--- config.mk ---
export PLATFORM = sky130hd
export DESIGN_NAME = mul4_tournament_ctrl_flat
export DESIGN_NICKNAME = d
export VERILOG_FILES = /design/src/rtl/mul4_pkg.sv /design/src/rtl/mul4_tournament_ctrl_if.sv /design/src/rtl/mul4_word_scorer.sv /design/src/rtl/mul4_tournament_ctrl.sv /design/src/flat_wrapper.sv
export SDC_FILE = /design/constraint.sdc
export NUM_CORES = 1
export LEC_CHECK = 0
export BUFFER_PORTS_ARGS = -buffer_cell sky130_fd_sc_hd__buf_4
export CAP_MARGIN = 40
export CORE_MARGIN = 2
export CORE_UTILIZATION = 42
export CTS_CLUSTER_DIAMETER = 150
export CTS_CLUSTER_SIZE = 20
export DETAILED_ROUTE_END_ITERATION = 16
export PLACE_DENSITY_LB_ADDON = 0.1
export SYNTH_ARGS = -nofsm -noshare
export SYNTH_HDL_FRONTEND = slang
export SYNTH_HIERARCHICAL = 1
export SYNTH_SLANG_ARGS = --single-unit
--- constraint.sdc ---
create_clock -name i_clk -period 5.95 [get_ports i_clk]
set_input_delay 0 -clock i_clk [delete_from_list [all_inputs] [get_ports i_clk]]
set_output_delay 0 -clock i_clk [all_outputs]
set_load 0.01 [all_outputs]
--- src/rtl/mul4_pkg.sv ---
// Shared constants and types for the mul4 candidate tournament sequencer.
// Lane i of every word is one test case: a = i[3:2], b = i[1:0].
package mul4_pkg;

    localparam logic [15:0] STIM_A1 = 16'hFF00;
    localparam logic [15:0] STIM_A0 = 16'hF0F0;
    localparam logic [15:0] STIM_B1 = 16'hCCCC;
    localparam logic [15:0] STIM_B0 = 16'hAAAA;

    // GOLDEN[p] is product bit p across all 16 lanes
    localparam logic [15:0] GOLDEN [4] = '{16'hA0A0, 16'h6AC0, 16'h4C00, 16'h8000};

    localparam int              SCORE_W   = 7;
    localparam logic [SCORE_W-1:0] MAX_SCORE = 7'd64;

    typedef enum logic [2:0] {
        ST_IDLE,
        ST_SETTLE,
        ST_SCORE,
        ST_UPDATE,
        ST_DONE
    } state_t;

endpackage

--- src/rtl/mul4_tournament_ctrl_if.sv ---
// Candidate-pool and selection-side bus of the tournament sequencer.
// slave = sequencer side, master = pool/selection side.
interface mul4_tournament_ctrl_if
    import mul4_pkg::*;
#(
    parameter int NUM_CAND = 4
);
    localparam int CW = $clog2(NUM_CAND);

    logic                start;
    logic                abort;
    logic [15:0]         a1, a0, b1, b0;
    logic [CW-1:0]       cand_sel;
    logic [15:0]         y3, y2, y1, y0;
    logic                busy;
    logic                score_valid;
    logic [CW-1:0]       score_idx;
    logic [SCORE_W-1:0]  score;
    logic                done;
    logic [CW-1:0]       winner_idx;
    logic [SCORE_W-1:0]  winner_score;
    logic                perfect;

    modport slave (
        input  start, abort, y3, y2, y1, y0,
        output a1, a0, b1, b0, cand_sel, busy, score_valid, score_idx, score,
               done, winner_idx, winner_score, perfect
    );

    modport master (
        output start, abort, y3, y2, y1, y0,
        input  a1, a0, b1, b0, cand_sel, busy, score_valid, score_idx, score,
               done, winner_idx, winner_score, perfect
    );

endinterface

--- src/rtl/mul4_word_scorer.sv ---
// Counts matching bit lanes between one candidate output word and its golden word.
module mul4_word_scorer (
    input  logic [15:0] i_y,
    input  logic [15:0] i_g,
    output logic [4:0]  o_count
);

    logic [15:0] w_match;

    assign w_match = ~(i_y ^ i_g);

    always_comb begin
        o_count = '0;
        for (int i = 0; i < 16; i++) begin
            o_count = o_count + {4'b0000, w_match[i]};
        end
    end

endmodule

--- src/rtl/mul4_tournament_ctrl.sv ---
// Scores NUM_CAND mul4 candidates through one shared datapath and reports the best.
// state  | meaning
// IDLE   | waiting for start, stimulus words at 0
// SETTLE | candidate mux settling after a cand_sel change
// SCORE  | 4 phases, one product word per cycle into the accumulator
// UPDATE | publish score, update winner, step to next candidate
// DONE   | tournament end pulse, perfect flag latched
module mul4_tournament_ctrl
    import mul4_pkg::*;
#(
    parameter int NUM_CAND      = 4,
    parameter int SETTLE_CYCLES = 1
) (
    input  logic                  i_clk,
    input  logic                  i_rst,
    mul4_tournament_ctrl_if.slave bus
);

    localparam int CW = $clog2(NUM_CAND);
    localparam int SW = (SETTLE_CYCLES > 1) ? $clog2(SETTLE_CYCLES) : 1;
    localparam logic [SW-1:0] SETTLE_LOAD = SW'(SETTLE_CYCLES - 1);

    state_t              r_state, w_next;
    logic [CW-1:0]       r_cand_sel, r_winner_idx;
    logic [SCORE_W-1:0]  r_acc, r_winner_score;
    logic                r_perfect;
    logic [1:0]          r_phase;
    logic [SW-1:0]       r_settle_cnt;
    logic [15:0]         w_y_sel;
    logic [4:0]          w_pop;
    logic                w_last_cand;

    assign w_last_cand = (r_cand_sel == CW'(NUM_CAND - 1));

    always_comb begin
        case (r_phase)
            2'd0:    w_y_sel = bus.y0;
            2'd1:    w_y_sel = bus.y1;
            2'd2:    w_y_sel = bus.y2;
            default: w_y_sel = bus.y3;
        endcase
    end

    mul4_word_scorer u_scorer (
        .i_y     (w_y_sel),
        .i_g     (GOLDEN[r_phase]),
        .o_count (w_pop)
    );

    always_ff @(posedge i_clk or posedge i_rst) begin
        if (i_rst) r_state <= ST_IDLE;
        else       r_state <= w_next;
    end

    always_comb begin
        w_next = r_state;
        if (bus.abort) begin
            w_next = ST_IDLE;
        end else begin
            case (r_state)
                ST_IDLE:   if (bus.start) w_next = ST_SETTLE;
                ST_SETTLE: if (r_settle_cnt == '0) w_next = ST_SCORE;
                ST_SCORE:  if (r_phase == 2'd3) w_next = ST_UPDATE;
                ST_UPDATE: w_next = w_last_cand ? ST_DONE : ST_SETTLE;
                ST_DONE:   w_next = ST_IDLE;
                default:   w_next = ST_IDLE;
            endcase
        end
    end

    // Abort freezes every register so winner_* keep their partial values
    always_ff @(posedge i_clk or posedge i_rst) begin
        if (i_rst) begin
            r_cand_sel     <= '0;
            r_winner_idx   <= '0;
            r_acc          <= '0;
            r_winner_score <= '0;
            r_perfect      <= 1'b0;
            r_phase        <= '0;
            r_settle_cnt   <= '0;
        end else if (!bus.abort) begin
            case (r_state)
                ST_IDLE: begin
                    if (bus.start) begin
                        r_cand_sel     <= '0;
                        r_acc          <= '0;
                        r_winner_idx   <= '0;
                        r_winner_score <= '0;
                        r_perfect      <= 1'b0;
                        r_phase        <= '0;
                        r_settle_cnt   <= SETTLE_LOAD;
                    end
                end
                ST_SETTLE: begin
                    if (r_settle_cnt != '0) r_settle_cnt <= r_settle_cnt - SW'(1);
                end
                ST_SCORE: begin
                    r_acc   <= r_acc + {2'b00, w_pop};
                    r_phase <= r_phase + 2'd1;
                end
                ST_UPDATE: begin
                    if (r_acc > r_winner_score) begin
                        r_winner_idx   <= r_cand_sel;
                        r_winner_score <= r_acc;
                    end
                    if (!w_last_cand) begin
                        r_cand_sel   <= r_cand_sel + CW'(1);
                        r_acc        <= '0;
                        r_settle_cnt <= SETTLE_LOAD;
                    end
                end
                ST_DONE: r_perfect <= (r_winner_score == MAX_SCORE);
                default: ;
            endcase
        end
    end

    always_comb begin
        bus.busy         = (r_state != ST_IDLE);
        bus.a1           = bus.busy ? STIM_A1 : 16'h0000;
        bus.a0           = bus.busy ? STIM_A0 : 16'h0000;
        bus.b1           = bus.busy ? STIM_B1 : 16'h0000;
        bus.b0           = bus.busy ? STIM_B0 : 16'h0000;
        bus.cand_sel     = r_cand_sel;
        bus.score_valid  = (r_state == ST_UPDATE) && !bus.abort;
        bus.score        = bus.score_valid ? r_acc : '0;
        bus.score_idx    = bus.score_valid ? r_cand_sel : '0;
        bus.done         = (r_state == ST_DONE) && !bus.abort;
        bus.winner_idx   = r_winner_idx;
        bus.winner_score = r_winner_score;
        bus.perfect      = r_perfect;
    end

endmodule

--- src/flat_wrapper.sv ---
// flat-port wrapper written by rule: the top's interface ports become plain ports
module mul4_tournament_ctrl_flat import mul4_pkg::*;
#(
    parameter int NUM_CAND      = 4,
    parameter int SETTLE_CYCLES = 1
)
  (i_clk, i_rst, bus_start, bus_abort, bus_y3, bus_y2, bus_y1, bus_y0, bus_a1, bus_a0, bus_b1, bus_b0, bus_cand_sel, bus_busy, bus_score_valid, bus_score_idx, bus_score, bus_done, bus_winner_idx, bus_winner_score, bus_perfect);
  mul4_tournament_ctrl_if #(.NUM_CAND(NUM_CAND)) bus_i ();
  input  logic i_clk;
  input  logic i_rst;
  input wire logic [$bits(bus_i.start)-1:0] bus_start;
  input wire logic [$bits(bus_i.abort)-1:0] bus_abort;
  input wire logic [$bits(bus_i.y3)-1:0] bus_y3;
  input wire logic [$bits(bus_i.y2)-1:0] bus_y2;
  input wire logic [$bits(bus_i.y1)-1:0] bus_y1;
  input wire logic [$bits(bus_i.y0)-1:0] bus_y0;
  output wire logic [$bits(bus_i.a1)-1:0] bus_a1;
  output wire logic [$bits(bus_i.a0)-1:0] bus_a0;
  output wire logic [$bits(bus_i.b1)-1:0] bus_b1;
  output wire logic [$bits(bus_i.b0)-1:0] bus_b0;
  output wire logic [$bits(bus_i.cand_sel)-1:0] bus_cand_sel;
  output wire logic [$bits(bus_i.busy)-1:0] bus_busy;
  output wire logic [$bits(bus_i.score_valid)-1:0] bus_score_valid;
  output wire logic [$bits(bus_i.score_idx)-1:0] bus_score_idx;
  output wire logic [$bits(bus_i.score)-1:0] bus_score;
  output wire logic [$bits(bus_i.done)-1:0] bus_done;
  output wire logic [$bits(bus_i.winner_idx)-1:0] bus_winner_idx;
  output wire logic [$bits(bus_i.winner_score)-1:0] bus_winner_score;
  output wire logic [$bits(bus_i.perfect)-1:0] bus_perfect;
  assign bus_i.start = bus_start;
  assign bus_i.abort = bus_abort;
  assign bus_i.y3 = bus_y3;
  assign bus_i.y2 = bus_y2;
  assign bus_i.y1 = bus_y1;
  assign bus_i.y0 = bus_y0;
  assign bus_a1 = bus_i.a1;
  assign bus_a0 = bus_i.a0;
  assign bus_b1 = bus_i.b1;
  assign bus_b0 = bus_i.b0;
  assign bus_cand_sel = bus_i.cand_sel;
  assign bus_busy = bus_i.busy;
  assign bus_score_valid = bus_i.score_valid;
  assign bus_score_idx = bus_i.score_idx;
  assign bus_score = bus_i.score;
  assign bus_done = bus_i.done;
  assign bus_winner_idx = bus_i.winner_idx;
  assign bus_winner_score = bus_i.winner_score;
  assign bus_perfect = bus_i.perfect;
  mul4_tournament_ctrl #(.NUM_CAND(NUM_CAND), .SETTLE_CYCLES(SETTLE_CYCLES)) u_core (.i_clk(i_clk), .i_rst(i_rst), .bus(bus_i));
endmodule
After elaboration in Yosys (flattened, before gate mapping):

Index checks and enable logic that the tools add are counted.
W data, S select, Z words.

* bits of input ports: 68
* register bits after elaboration: 25

* equality and inequality tests: 15
* multiplexer cells: 32
* bitwise gates (word level): 4
* $add $sub $neg: 19
* reductions and logical operators: 18
* $lt $le $gt $ge: 2

Operator list (number)
* $mux W16: 6
* $add A5 B1 Y5: 11
* $pmux W16 S3: 1
* $bmux W16 S2: 1
* $mux W7: 4
* $pmux W7 S3: 1
* $not A16 Y16: 1
* $reduce_and A4 Y1: 4
* $xor A16 B16 Y16: 1
* $mux W3: 5
* $pmux W7 S2: 1
* $pmux W2 S2: 3
* $pmux W3 S4: 1
* $reduce_and A3 Y1: 3
* $reduce_bool A3 Y1: 3
* $mux W2: 4
* $add A7 B5 Y7: 1
* $eq A7 B7 Y1 const B: 1
* $gt A7 B7 Y1: 1
* $eq A2 B2 Y1 const B: 3
* $eq A3 B2 Y1 const B: 2
* $ne A3 B3 Y1 const B: 2
* $reduce_bool A2 Y1: 3
* $add A4 B1 Y5: 1
* 21 further kinds: 26

Longest topological paths before layout:

Gate-level depths: netlist of the first run.

* word-level depth: 23
* mapped depth: 24
* depth with buffers taken out: 22

By module:

Netlist of the first run, hierarchy kept.

By module, submodules not included
* mul4_tournament_ctrl: cells each 288, area each 2497.4 sq um, sequential area each 600.6 sq um, instances 1
* mul4_word_scorer: cells each 49, area each 495.5 sq um, sequential area each 0.0 sq um, instances 1

Worst setup path before layout of the first run:

OpenSTA, ideal clock, no wires.

* kind: reg-to-reg
* start: register u_core.r_phase[1]
* end: register u_core.r_acc[6]
* library setup time: 0.079 ns
* arrival: 5.596 ns
* setup slack: 0.275 ns
* buffers on the path: 2
* cell stages (with the launch flop): 24
* required time: 5.871 ns
* path through: dfrtp_1 > inv_1 > ha_1 > clkbuf_1 > clkbuf_1 > a222oi_1 > mux2i_1 > xnor2_1 > fa_1 > inv_1 > fa_1 > inv_1 > fa_1 > fa_1 > ha_1 > inv_1 > fa_1 > inv_1 > inv_1 > fa_1 > nor2b_1 > o31ai_1 > a211oi_1 > mux2i_1

* elaborated cells between the ends (all ways): 27
* those cells by class: add/sub (16); eq/ne (2); mux (5); bitwise (3); reduce/logical (1)

RTL lines
* from (decl): RTL line mul4_tournament_ctrl.sv:27 `logic [1:0] r_phase;`
* from (signal assigned): RTL line mul4_tournament_ctrl.sv:99 `r_phase <= r_phase + 2'd1;`
* $eq A2 B2 Y1 (tied with other cells): RTL line mul4_tournament_ctrl.sv:36 `case (r_phase)`
* $pmux W16 S3 *: RTL line mul4_tournament_ctrl.sv:36
* via u_core.w_y_sel[1]: RTL line mul4_tournament_ctrl.sv:29 `logic [15:0] w_y_sel;`
* $xor A16 B16 Y16 *: RTL line mul4_word_scorer.sv:10 `assign w_match = ~(i_y ^ i_g);`
* $not A16 Y16 *: RTL line mul4_word_scorer.sv:10
* $add A1 B1 Y2 *: RTL line mul4_word_scorer.sv:15 `o_count = o_count + {4'b0000, w_match[i]};`
* $add A2 B1 Y3 *: RTL line mul4_word_scorer.sv:15
* $add A3 B1 Y4 *: RTL line mul4_word_scorer.sv:15
* $add A4 B1 Y5 *: RTL line mul4_word_scorer.sv:15
* $add A5 B1 Y5 * (11 in a row): RTL line mul4_word_scorer.sv:15
* via u_core.w_pop[1]: RTL line mul4_tournament_ctrl.sv:30 `logic [4:0] w_pop;`
* $add A7 B5 Y7 *: RTL line mul4_tournament_ctrl.sv:98 `r_acc <= r_acc + {2'b00, w_pop};`
* $pmux W7 S3 *: RTL line mul4_tournament_ctrl.sv:82 `case (r_state)`
* to (signal assigned): RTL line mul4_tournament_ctrl.sv:98
* to (decl): RTL line mul4_tournament_ctrl.sv:25 `logic [SCORE_W-1:0] r_acc, r_winner_score;`

Mark *: on every way through the listed nets, which the timed path passes. The rest lies on a longest branch. The select of a mux whose other input is x is not followed.
A chain may end at the register's enable or synchronous reset.

Final worst setup path of the first run:

* start: register u_core.r_phase[0]
* end: register u_core.r_acc[6]

* elaborated cells between the ends (all ways): 27
* those cells by class: add/sub (16); eq/ne (2); mux (5); bitwise (3); reduce/logical (1)

RTL lines (RTL line)
* $eq A2 B2 Y1 (tied with other cells): mul4_tournament_ctrl.sv:36
* $pmux W16 S3 *: mul4_tournament_ctrl.sv:36
* via u_core.w_y_sel[13]: mul4_tournament_ctrl.sv:29
* $xor A16 B16 Y16 *: mul4_word_scorer.sv:10
* $not A16 Y16 *: mul4_word_scorer.sv:10
* $add A5 B1 Y5 * (3 in a row): mul4_word_scorer.sv:15
* via u_core.w_pop[2]: mul4_tournament_ctrl.sv:30
* $add A7 B5 Y7 *: mul4_tournament_ctrl.sv:98
* $pmux W7 S3 *: mul4_tournament_ctrl.sv:82

Marked as above.

==> results of run 1 <==
sequential cells by signal, indices dropped and copies added (netlist names):
register,flops
u_core/bus.cand_sel,2
u_core/r_phase,2
u_core/bus.winner_idx,2
u_core/r_state,3
u_core/bus.perfect,1
u_core/r_acc,7
u_core/bus.winner_score,7
cell type report:
type | count | area [um2] | area share, %
clock buffer | 3 | 41.29 | 1.081
multi-input combinational | 228 | 1848 | 48.38
tap | 96 | 120.1 | 3.144
timing repair buffer | 130 | 1001 | 26.20
sequential | 24 | 603.1 | 15.79
inverter | 47 | 176.4 | 4.618
clock inverter | 1 | 30.03 | 0.7861
placed cells by master (no fill, tap or decap), drive strengths merged, types with 2 or more instances in the layout:
master	Yosys	layout
a211o	3	3
a211oi	2	2
a21o	3	3
a21oi	3	3
a222oi	16	16
a32o	3	3
and2	8	8
buf	69	128
clkbuf	7	3
conb	1	39
dfrtp	24	24
dlygate4sd3	0	2
fa	11	11
ha	22	22
inv	47	47
mux2i	26	26
nand2	20	20
nand2b	2	2
nand3b	2	2
nor2	7	7
nor2b	3	3
nor3	10	10
o211ai	3	3
o21a	2	2
o21ai	10	10
or3	2	2
xnor2	15	15
xor2	5	5
logic make-up after synthesis:
kind of cell	after synthesis	synth area share [%]
adder cells (fa/ha/maj)	33	16.56
AO/OA/AOI/OAI	50	13.75
AND/OR/NAND/NOR	59	9.908
multiplexers	27	9.197
XOR/XNOR	20	5.853
buffers and inverters	123	24.54
other	1	0.1253
flip-flops	24	20.07
layer usage:
layer	up-vias	global-route usage [%]	routed length [um]
met5	-	0	0
met4	0	2.755	31
met3	2	1.399	362
met2	99	30.21	3566
met1	1175	22.32	2811
li1	1229	-	-
Yosys cell counts (all sizes together), types with 8 or more instances:
cell type,instances,area (um2)
buf,69,530.5
inv,47,176.4
mux2i,26,260.3
dfrtp,24,600.6
ha,22,275.3
nand2,20,75.07
a222oi,16,160.2
xnor2,15,131.4
fa,11,220.2
nor3,10,50.05
o21ai,10,50.04
and2,8,50.05
worst register-to-register path: cells and delay by family, from the launching register on:
| kind | cells | cell delay, ns |
|---|---|---|
| flops | 1 | 0.43 |
| fa+ha+maj | 8 | 3.12 |
| mux | 2 | 0.30 |
| buf+inv | 3 | 0.35 |
| compound gates | 3 | 0.76 |
| xor+xnor | 2 | 0.37 |
| simple gates | 1 | 0.18 |
worst paths after layout:
kind / startpoint / endpoint
worst max-delay path: u_core/r_phase[0] / u_core/r_acc[6]
worst min-delay path: bus_start / u_core/r_phase[0]
worst max register to register: u_core/r_phase[0] / u_core/r_acc[6]
worst min register to register: u_core/bus.perfect / u_core/bus.perfect
max in group asynchronous: i_rst / u_core/r_phase[1]
min in group asynchronous: i_rst / u_core/r_acc[6]
per-stage QoR:
stage          utilization (%)  setup WS (ns)  hold slack (ns)
2_1_floorplan                -         0.2750          0.01462
3_3_place_gp             53.33         0.1393           0.2604
3_5_place_dp             53.74        0.01442         -0.04123
4_1_cts                  55.11        0.04187           0.1051
5_1_grt                  55.92      -0.007775           0.1387
6_report                 55.92         0.3297           0.1154
repair_timing:
item,4_1_cts,5_1_grt
gates cloned,0,0
setup endpoints to repair,1,4
hold buffers,2,0
endpoints found under the hold margin,25,0
resized for setup,1,11
buffers inserted,0,1
pin swaps,0,4
==> flow_summary.json, run 1 <==
{
  "drc": 0,
  "maximum_number_of_pins_on_one_net_before_global_route_repair": 34,
  "routed_via_density": 4.735,
  "initial_utilization_pct": 43.81,
  "final_nets": 535,
  "clock_tree_from_tritoncts": "built",
  "r2r_setup_slk_ns": 0.33,
  "outcome": "finished clean",
  "filler_cell_count": 647,
  "clock_latency_on_the_worst_skew_pair_ns": 0.27,
  "globalplace.congestion": 0.7790,
  "cp_num_cells": 19,
  "design.die.area_mm2": 0.007817,
  "globalRouteOverflowTotal": 0,
  "vias": 2505,
  "drive_gt1_share_pct": 33.95,
  "cap_violations": 0,
  "core_area_mm2": 0.006832,
  "final_max_slew_viol_count": 0,
  "grt_pass1_wl_um": 10620,
  "timing.critical_path.fanout_max": 12,
  "antennaDiodeCount": 0,
  "place.detailed.hpwl_um": 5673,
  "final.setup_skew_ns": 0.003579,
  "netlist_area_mm2": 0.002993,
  "numCtsBuffers": 3,
  "cp_top_family": "adder cells",
  "critPathMostFrequentCell": "sky130_fd_sc_hd__fa_1",
  "setup_viol": 0,
  "grt_antenna_before_repair": 0,
  "worstSetupEndpointType": "flip-flop",
  "required_ns": 6.11,
  "floorplan.rows": 30,
  "hold_path_class": "in -> reg",
  "hold_violations": 0,
  "htree_num_levels": 1,
  "total_negative_setup_slacks_ns": 0,
  "post_synthesis_cell_count": 337,
  "worstMarginPinSlew_ns": 0.8914,
  "critPathArrivalTime_ns": 5.78,
  "wl_per_cell_um": 12.80,
  "final_cycle_utilization_of_the_critical_path_pct": 94.46,
  "async_reset_ff_share_pct": 100.0,
  "count_of_flip_flops_with_a_built_in_enable_after_synthesis": 0,
  "floorplan.io_pins": 156,
  "port_buffers": 123,
  "groute.usage.overall_pct": 16.79,
  "seq_area_frac_synth_pct": 20.07,
  "critical_path.cell_chain": "inv_1, ha_4, buf_4, a222oi_1, mux2i_1, xnor2_1, fa_1, fa_1, fa_1, fa_1, ha_1, inv_1, fa_1, xnor2_1, ha_1, nor2b_2, o31ai_1, a211oi_2, mux2i_1",
  "die_w_um": 88.42,
  "synth_area_per_cell_um2": 8.881,
  "clock.fmax_mhz": 177.9,
  "post-place-cells": 522,
  "antenna_violating_nets_post_route": 0,
  "sinks_on_the_clock_net": 24,
  "drt_first_pass_iters": 6,
  "crit_slowest_cell": "sky130_fd_sc_hd__fa_1",
  "drt-initial-drc-count": 157,
  "cts-root-buf": "sky130_fd_sc_hd__clkbuf_8",
  "postLayoutCellArea_mm2": 0.003820,
  "postSynth.topFlopCell": "sky130_fd_sc_hd__dfrtp_1",
  "total_routed_wirelength_um": 6771,
  "timing.slew.headroom_pct": 40.57,
  "synth.ff_latch_count": 24,
  "cts_max_path_buffers": 2,
  "synth.distinct_cells": 44,
  "clkSlewWorstSetupHoldPaths_ns": 0.09,
  "synth-warning-count": 6,
  "crit_type": "reg -> reg",
  "layout_min_cycle_time_ns": 5.620,
  "die_y_um": 88.42,
  "whs_path_depth": 4,
  "worst_setup_path_start_kind": "flip-flop",
  "slowest_delay_ns": 0.55,
  "worst-r2r-cell-count": 19,
  "cp.buffers_inverters": 3,
  "final_cell_count_no_fill": 529,
  "postPlaceCellArea_mm2": 0.003671,
  "flow.area_growth_from_synthesis_pct": 27.63,
  "grt_pass1_vias": 2317
}
Power of run 1 is not shown: default switching activity piles up to over one toggle a cycle in this logic, so the estimate is an artifact.
==> run 2: changes to the inputs <==
Settings changed: PLACE_DENSITY set to 0.82, PLACE_DENSITY_LB_ADDON 0.1 to unset.
==> flow_summary.json, run 2 (synthesized netlist as in run 1, its figures left out) <==
{
  "final_max_slew_viol_count": 0,
  "die_w_um": 88.42,
  "reg_to_reg_critical_path_startpoint": "u_core/r_phase[1]",
  "drive_gt1_share_pct": 33.64,
  "outcome": "finished clean",
  "clock.fmax_mhz": 177.1,
  "grt_pass1_vias": 2228,
  "grt_pass1_wl_um": 10290,
  "critical_path.cell_chain": "buf_4, ha_4, buf_4, a222oi_1, mux2i_1, xnor2_1, fa_1, fa_1, fa_1, fa_1, ha_1, inv_1, fa_1, xnor2_1, ha_1, nor2b_2, o31ai_1, a211oi_2, mux2i_1",
  "cts-root-buf": "sky130_fd_sc_hd__clkbuf_8",
  "initial_utilization_pct": 43.81,
  "clock_tree_from_tritoncts": "built",
  "flow.area_growth_from_synthesis_pct": 27.76,
  "worst_setup_path_start_kind": "flip-flop",
  "hold_path_class": "in -> reg",
  "final_cell_mix": "sky130_fd_sc_hd__buf_4, sky130_fd_sc_hd__inv_1, sky130_fd_sc_hd__conb_1, sky130_fd_sc_hd__mux2i_1, sky130_fd_sc_hd__dfrtp_1",
  "setup_viol": 0,
  "cp.buffers_inverters": 3,
  "sinks_on_the_clock_net": 24,
  "layout_min_cycle_time_ns": 5.647,
  "worstMarginPinSlew_ns": 0.8656,
  "grt_antenna_before_repair": 0,
  "crit_type": "reg -> reg",
  "clkSlewWorstSetupHoldPaths_ns": 0.08,
  "final_cycle_utilization_of_the_critical_path_pct": 94.91,
  "globalplace.congestion": 0.8123,
  "timing.critical_path.fanout_max": 12,
  "vias": 2560,
  "drc": 0,
  "final_nets": 536,
  "total_routed_wirelength_um": 6896,
  "final.setup_skew_ns": 0.002842,
  "routed_via_density": 4.830,
  "filler_cell_count": 620,
  "cts_max_path_buffers": 2,
  "total_negative_setup_slacks_ns": 0,
  "slowest_delay_ns": 0.56,
  "floorplan.rows": 30,
  "design.die.area_mm2": 0.007817,
  "multiInputGateArea_mm2": 0.001846,
  "cap_violations": 0,
  "place.detailed.hpwl_um": 5652,
  "mostFrequentLayoutCell": "sky130_fd_sc_hd__buf_4",
  "seq_area_um2": 601.8,
  "htree_num_levels": 1,
  "worstSetupEndpointType": "flip-flop",
  "die_y_um": 88.42,
  "antennaDiodeCount": 0,
  "numCtsBuffers": 3,
  "floorplan.io_pins": 156,
  "timing.slew.headroom_pct": 42.29,
  "core_area_mm2": 0.006832,
  "groute.usage.overall_pct": 16.34,
  "rsz0062_at_grt": "false",
  "port_buffers": 123,
  "hold_violations": 0,
  "required_ns": 6.10,
  "cp_top_family": "adder cells",
  "globalRouteOverflowTotal": 0,
  "crit_slowest_cell": "sky130_fd_sc_hd__fa_1",
  "drt-initial-drc-count": 128,
  "hold_path.startpoint": "bus_start",
  "clock_latency_on_the_worst_skew_pair_ns": 0.26,
  "critPathArrivalTime_ns": 5.80,
  "setup.worst_path.start": "u_core/r_phase[1]",
  "critPathMostFrequentCell": "sky130_fd_sc_hd__fa_1",
  "wl_per_cell_um": 13.01,
  "maximum_number_of_pins_on_one_net_before_global_route_repair": 34,
  "drt_first_pass_iters": 8,
  "antenna_violating_nets_post_route": 0
}
## run 2: cell types whose count changed in the layout (fill, tap and decap cells not counted), sizes merged
cell	change
buf	+1
## run 2: per-stage QoR
step | cell area [um2] | hold WS [ns] | worst slack (ns) | instances | utilization (%)
floorplan | 3136 | 0.01462 | 0.2750 | 375 | -
global placement | 3651 | 0.2464 | 0.2489 | 522 | 53.44
detailed placement | 3679 | 0.02498 | 0.03069 | 523 | 53.85
CTS | 3775 | 0.1570 | 0.05647 | 529 | 55.26
global route | 3824 | 0.1844 | 0.03681 | 530 | 55.97
finish | 3824 | 0.1529 | 0.3029 | 530 | 55.97
## run 2: area by class of cell
| type | instances | share of cell area [%] |
|---|---|---|
| Sequential cell | 24 | 15.74 |
| Timing Repair Buffer | 131 | 26.37 |
| Inverter | 47 | 4.614 |
| Tap cell | 96 | 3.141 |
| Clock inverter | 1 | 0.7853 |
| Clock buffer | 3 | 1.080 |
| Multi-Input combinational cell | 228 | 48.27 |
## run 2: timing repair
item / in CTS / in global routing
cloned: 0 / 0
gates resized for setup: 2 / 8
setup endpoints to repair: 1 / 3
hold buffers: 2 / 0
buffers inserted: 0 / 1
hold endpoints to repair: 9 / 0
pin swaps: 0 / 6
## run 2: worst register-to-register path, cell delays in order, from the launching register on
cell	delay, ns
sky130_fd_sc_hd__dfrtp_1	0.42
sky130_fd_sc_hd__buf_4	0.16
sky130_fd_sc_hd__ha_4	0.20
sky130_fd_sc_hd__buf_4	0.17
sky130_fd_sc_hd__a222oi_1	0.28
sky130_fd_sc_hd__mux2i_1	0.14
sky130_fd_sc_hd__xnor2_1	0.25
sky130_fd_sc_hd__fa_1	0.49
sky130_fd_sc_hd__fa_1	0.56
sky130_fd_sc_hd__fa_1	0.43
sky130_fd_sc_hd__fa_1	0.54
sky130_fd_sc_hd__ha_1	0.19
sky130_fd_sc_hd__inv_1	0.06
sky130_fd_sc_hd__fa_1	0.39
sky130_fd_sc_hd__xnor2_1	0.14
sky130_fd_sc_hd__ha_1	0.32
sky130_fd_sc_hd__nor2b_2	0.17
sky130_fd_sc_hd__o31ai_1	0.32
sky130_fd_sc_hd__a211oi_2	0.14
sky130_fd_sc_hd__mux2i_1	0.15
## run 2: worst paths after layout
check                      slack [ns]  cells past startpoint                        to
setup / recovery                 0.30                     19           u_core/r_acc[6]
hold / removal                   0.15                      3        u_core/bus.perfect
setup reg to reg                 0.30                     19           u_core/r_acc[6]
hold reg to reg                  0.50                      1        u_core/bus.perfect
max in group asynchronous        5.22                      4         u_core/r_phase[0]
min in group asynchronous        0.29                      3  u_core/bus.winner_idx[0]
## run 2: per-layer routing
metal	vias up	wire, um	global-route usage, %
li1	1229	-	-
met1	1228	2762	22.19
met2	99	3680	29.19
met3	4	417	0.8396
met4	0	36	2.893
met5	-	0	0
Power of run 2 is left out for the same reason.
==> run 3: changes to the inputs <==
Settings changed: ABC_AREA set to 1.
==> flow_summary.json, run 3 <==
{
  "hold_ws_ns": 0.1599,
  "die_y_um": 89.00,
  "power_leakage_nw": 2.003,
  "mostFrequentLayoutCell": "sky130_fd_sc_hd__buf_4",
  "htree_num_levels": 1,
  "worstSetupEndpointType": "flip-flop",
  "clock_tree_from_tritoncts": "built",
  "grt_antenna_before_repair": 0,
  "globalRouteOverflowTotal": 0,
  "netlist_area_mm2": 0.003034,
  "seq_area_frac_synth_pct": 19.79,
  "final_cell_mix": "sky130_fd_sc_hd__buf_4, sky130_fd_sc_hd__nand2_1, sky130_fd_sc_hd__inv_1, sky130_fd_sc_hd__conb_1, sky130_fd_sc_hd__nor2_1",
  "drc": 0,
  "total_negative_setup_slacks_ns": 0,
  "drive_gt1_share_pct": 30.89,
  "initial_utilization_pct": 43.93,
  "vdd.ir_drop.worst_mv": 0.7415,
  "hold_violations": 0,
  "clkSlewWorstSetupHoldPaths_ns": 0.08,
  "cts-root-buf": "sky130_fd_sc_hd__clkbuf_8",
  "top_cells_by_area_synth": "sky130_fd_sc_hd__dfrtp_1, sky130_fd_sc_hd__buf_4, sky130_fd_sc_hd__ha_1, sky130_fd_sc_hd__nand2_1, sky130_fd_sc_hd__fa_1",
  "antennaDiodeCount": 0,
  "hold_path.startpoint": "bus_start",
  "timing.critical_path.fanout_max": 14,
  "critPathMostFrequentCell": "sky130_fd_sc_hd__fa_1",
  "flow.area_growth_from_synthesis_pct": 27.71,
  "clock_latency_on_the_worst_skew_pair_ns": 0.27,
  "multiInputGateArea_mm2": 0.001906,
  "filler_cell_count": 663,
  "floorplan.rows": 30,
  "floorplan.io_pins": 156,
  "synth.ff_latch_count": 24,
  "count_of_flip_flops_with_a_built_in_enable_after_synthesis": 0,
  "grt_pass1_wl_um": 11470,
  "cell_with_the_most_instances_after_synthesis": "sky130_fd_sc_hd__nand2_1",
  "crit_type": "reg -> reg",
  "setup.worst_path.start": "u_core/r_phase[1]",
  "rsz0062_at_grt": "false",
  "cts_post_setup_buffers_inserted": 0,
  "design.die.area_mm2": 0.007920,
  "drt-initial-drc-count": 85,
  "core_area_mm2": 0.006907,
  "globalplace.congestion": 0.9422,
  "total_routed_wirelength_um": 7427,
  "post_synthesis_cell_count": 406,
  "async_reset_ff_share_pct": 100.0,
  "final_nets": 607,
  "postSynth.topFlopCell": "sky130_fd_sc_hd__dfrtp_1",
  "final_max_slew_viol_count": 0,
  "worstMarginPinSlew_ns": 0.9030,
  "timing.slew.headroom_pct": 39.65,
  "final_cycle_utilization_of_the_critical_path_pct": 94.06,
  "slowest_delay_ns": 0.55,
  "die_w_um": 89.00,
  "hold_path_class": "in -> reg",
  "report.power.total_w": 0.002896,
  "antenna_violating_nets_post_route": 0,
  "setup_viol": 0,
  "grt_pass1_vias": 2649,
  "wl_per_cell_um": 12.36,
  "seq_area_um2": 601.8,
  "yosys-top-cells-count": "sky130_fd_sc_hd__nand2_1, sky130_fd_sc_hd__buf_4, sky130_fd_sc_hd__inv_1",
  "numCtsBuffers": 3,
  "port_buffers": 123,
  "synth_area_per_cell_um2": 7.473,
  "final.setup_skew_ns": 0.001249,
  "outcome": "finished clean",
  "required_ns": 6.12,
  "cap_violations": 0,
  "drt_first_pass_iters": 4,
  "worst_setup_path_start_kind": "flip-flop",
  "place.detailed.hpwl_um": 6271,
  "portion_of_synthesized_cell_area_occupied_by_the_leading_cell_type_pct": 19.79,
  "groute.usage.overall_pct": 18.25,
  "powerDensity_mw_per_mm2": 747.3,
  "cts_max_path_buffers": 2,
  "layout_min_cycle_time_ns": 5.596,
  "vias": 2821,
  "critPathArrivalTime_ns": 5.76,
  "routed_via_density": 4.694,
  "crit_slowest_cell": "sky130_fd_sc_hd__fa_1",
  "synth.largest_area_cell": "sky130_fd_sc_hd__dfrtp_1",
  "synth.distinct_cells": 34,
  "reg_to_reg_critical_path_startpoint": "u_core/r_phase[1]",
  "synth-warning-count": 6,
  "maximum_number_of_pins_on_one_net_before_global_route_repair": 34,
  "clock.fmax_mhz": 178.7,
  "sinks_on_the_clock_net": 24
}
## run 3: cell count changes after synthesis, moves of 9 or more
cell / change
sky130_fd_sc_hd__a222oi_1: -16
sky130_fd_sc_hd__nand3_1: +18
sky130_fd_sc_hd__nand2_1: +51
sky130_fd_sc_hd__nor3_1: -9
sky130_fd_sc_hd__mux2i_1: -26
sky130_fd_sc_hd__a22o_1: +15
sky130_fd_sc_hd__nor2_1: +19
sky130_fd_sc_hd__a21oi_1: +21
## run 3: cells by family (layout without fill, tap and decap cells)
| family | after synthesis | after routing | synth area share (%) |
|---|---|---|---|
| flops | 24 | 24 | 19.79 |
| simple gates | 134 | 134 | 20.12 |
| compound gates | 71 | 71 | 14.80 |
| other cells | 1 | 39 | 0.1236 |
| buf+inv | 124 | 185 | 23.34 |
| xor+xnor | 19 | 19 | 5.485 |
| fa+ha+maj | 33 | 33 | 16.33 |
## run 3: layout make-up
| cell class | instances | area share, % |
|---|---|---|
| clock buffers | 4 | 1.421 |
| inverters | 51 | 4.940 |
| multi-input cells | 296 | 49.18 |
| flip-flops and latches | 24 | 15.53 |
| well taps | 96 | 3.100 |
| repair buffers | 130 | 25.83 |
## run 3: worst max-delay path, delay by kind of cell, from the launching register on
family	cells	cell delay, ns
flops	1	0.45
simple gates	7	0.64
buf+inv	6	0.48
fa+ha+maj	8	3.39
xor+xnor	1	0.12
compound gates	3	0.39
## run 3: path summary, 6_finish.rpt
kind / slack, ns / to / cells after the start
hold / removal: 0.16 / u_core/bus.perfect / 5
max in group asynchronous: 5.24 / u_core/bus.winner_score[4] / 4
hold reg to reg: 0.49 / u_core/bus.winner_idx[1] / 2
min in group asynchronous: 0.29 / u_core/bus.cand_sel[0] / 3
setup / recovery: 0.35 / u_core/r_acc[6] / 25
setup reg to reg: 0.35 / u_core/r_acc[6] / 25
## run 3: stage by stage
step	setup slack, ns	area, um2	util, %	cells
detailed placement	0.04095	3761	54.46	595
global route	0.01660	3875	56.11	601
finish	0.3536	3875	56.11	601
floorplan	0.3543	3177	-	444
CTS	0.02923	3836	55.54	601
global placement	0.2709	3734	54.06	594
## run 3: per-layer routing
metal	track usage (%)	vias to the layer above	part of all wire (%)
met2	33.38	133	50
met5	0	-	0
met3	2.585	11	8.2
li1	-	1406	-
met4	6.377	0	1.8
met1	21.79	1271	40
## run 3: repair_timing
item	4_1_cts	5_1_grt
gates resized for setup	0	10
hold buffers	2	0
setup endpoints to repair	0	5
endpoints found under the hold margin	10	0
## run 3: report_power, final
part	total, W	internal, W	switching (W)
logic	0.00258	0.00110	0.00148
clock network	0.000113	0.0000592	0.0000539
registers	0.000204	0.000182	0.0000226
total	0.00290	0.00134	0.00155
No activity file was read; power rests on OpenSTA's default activity.
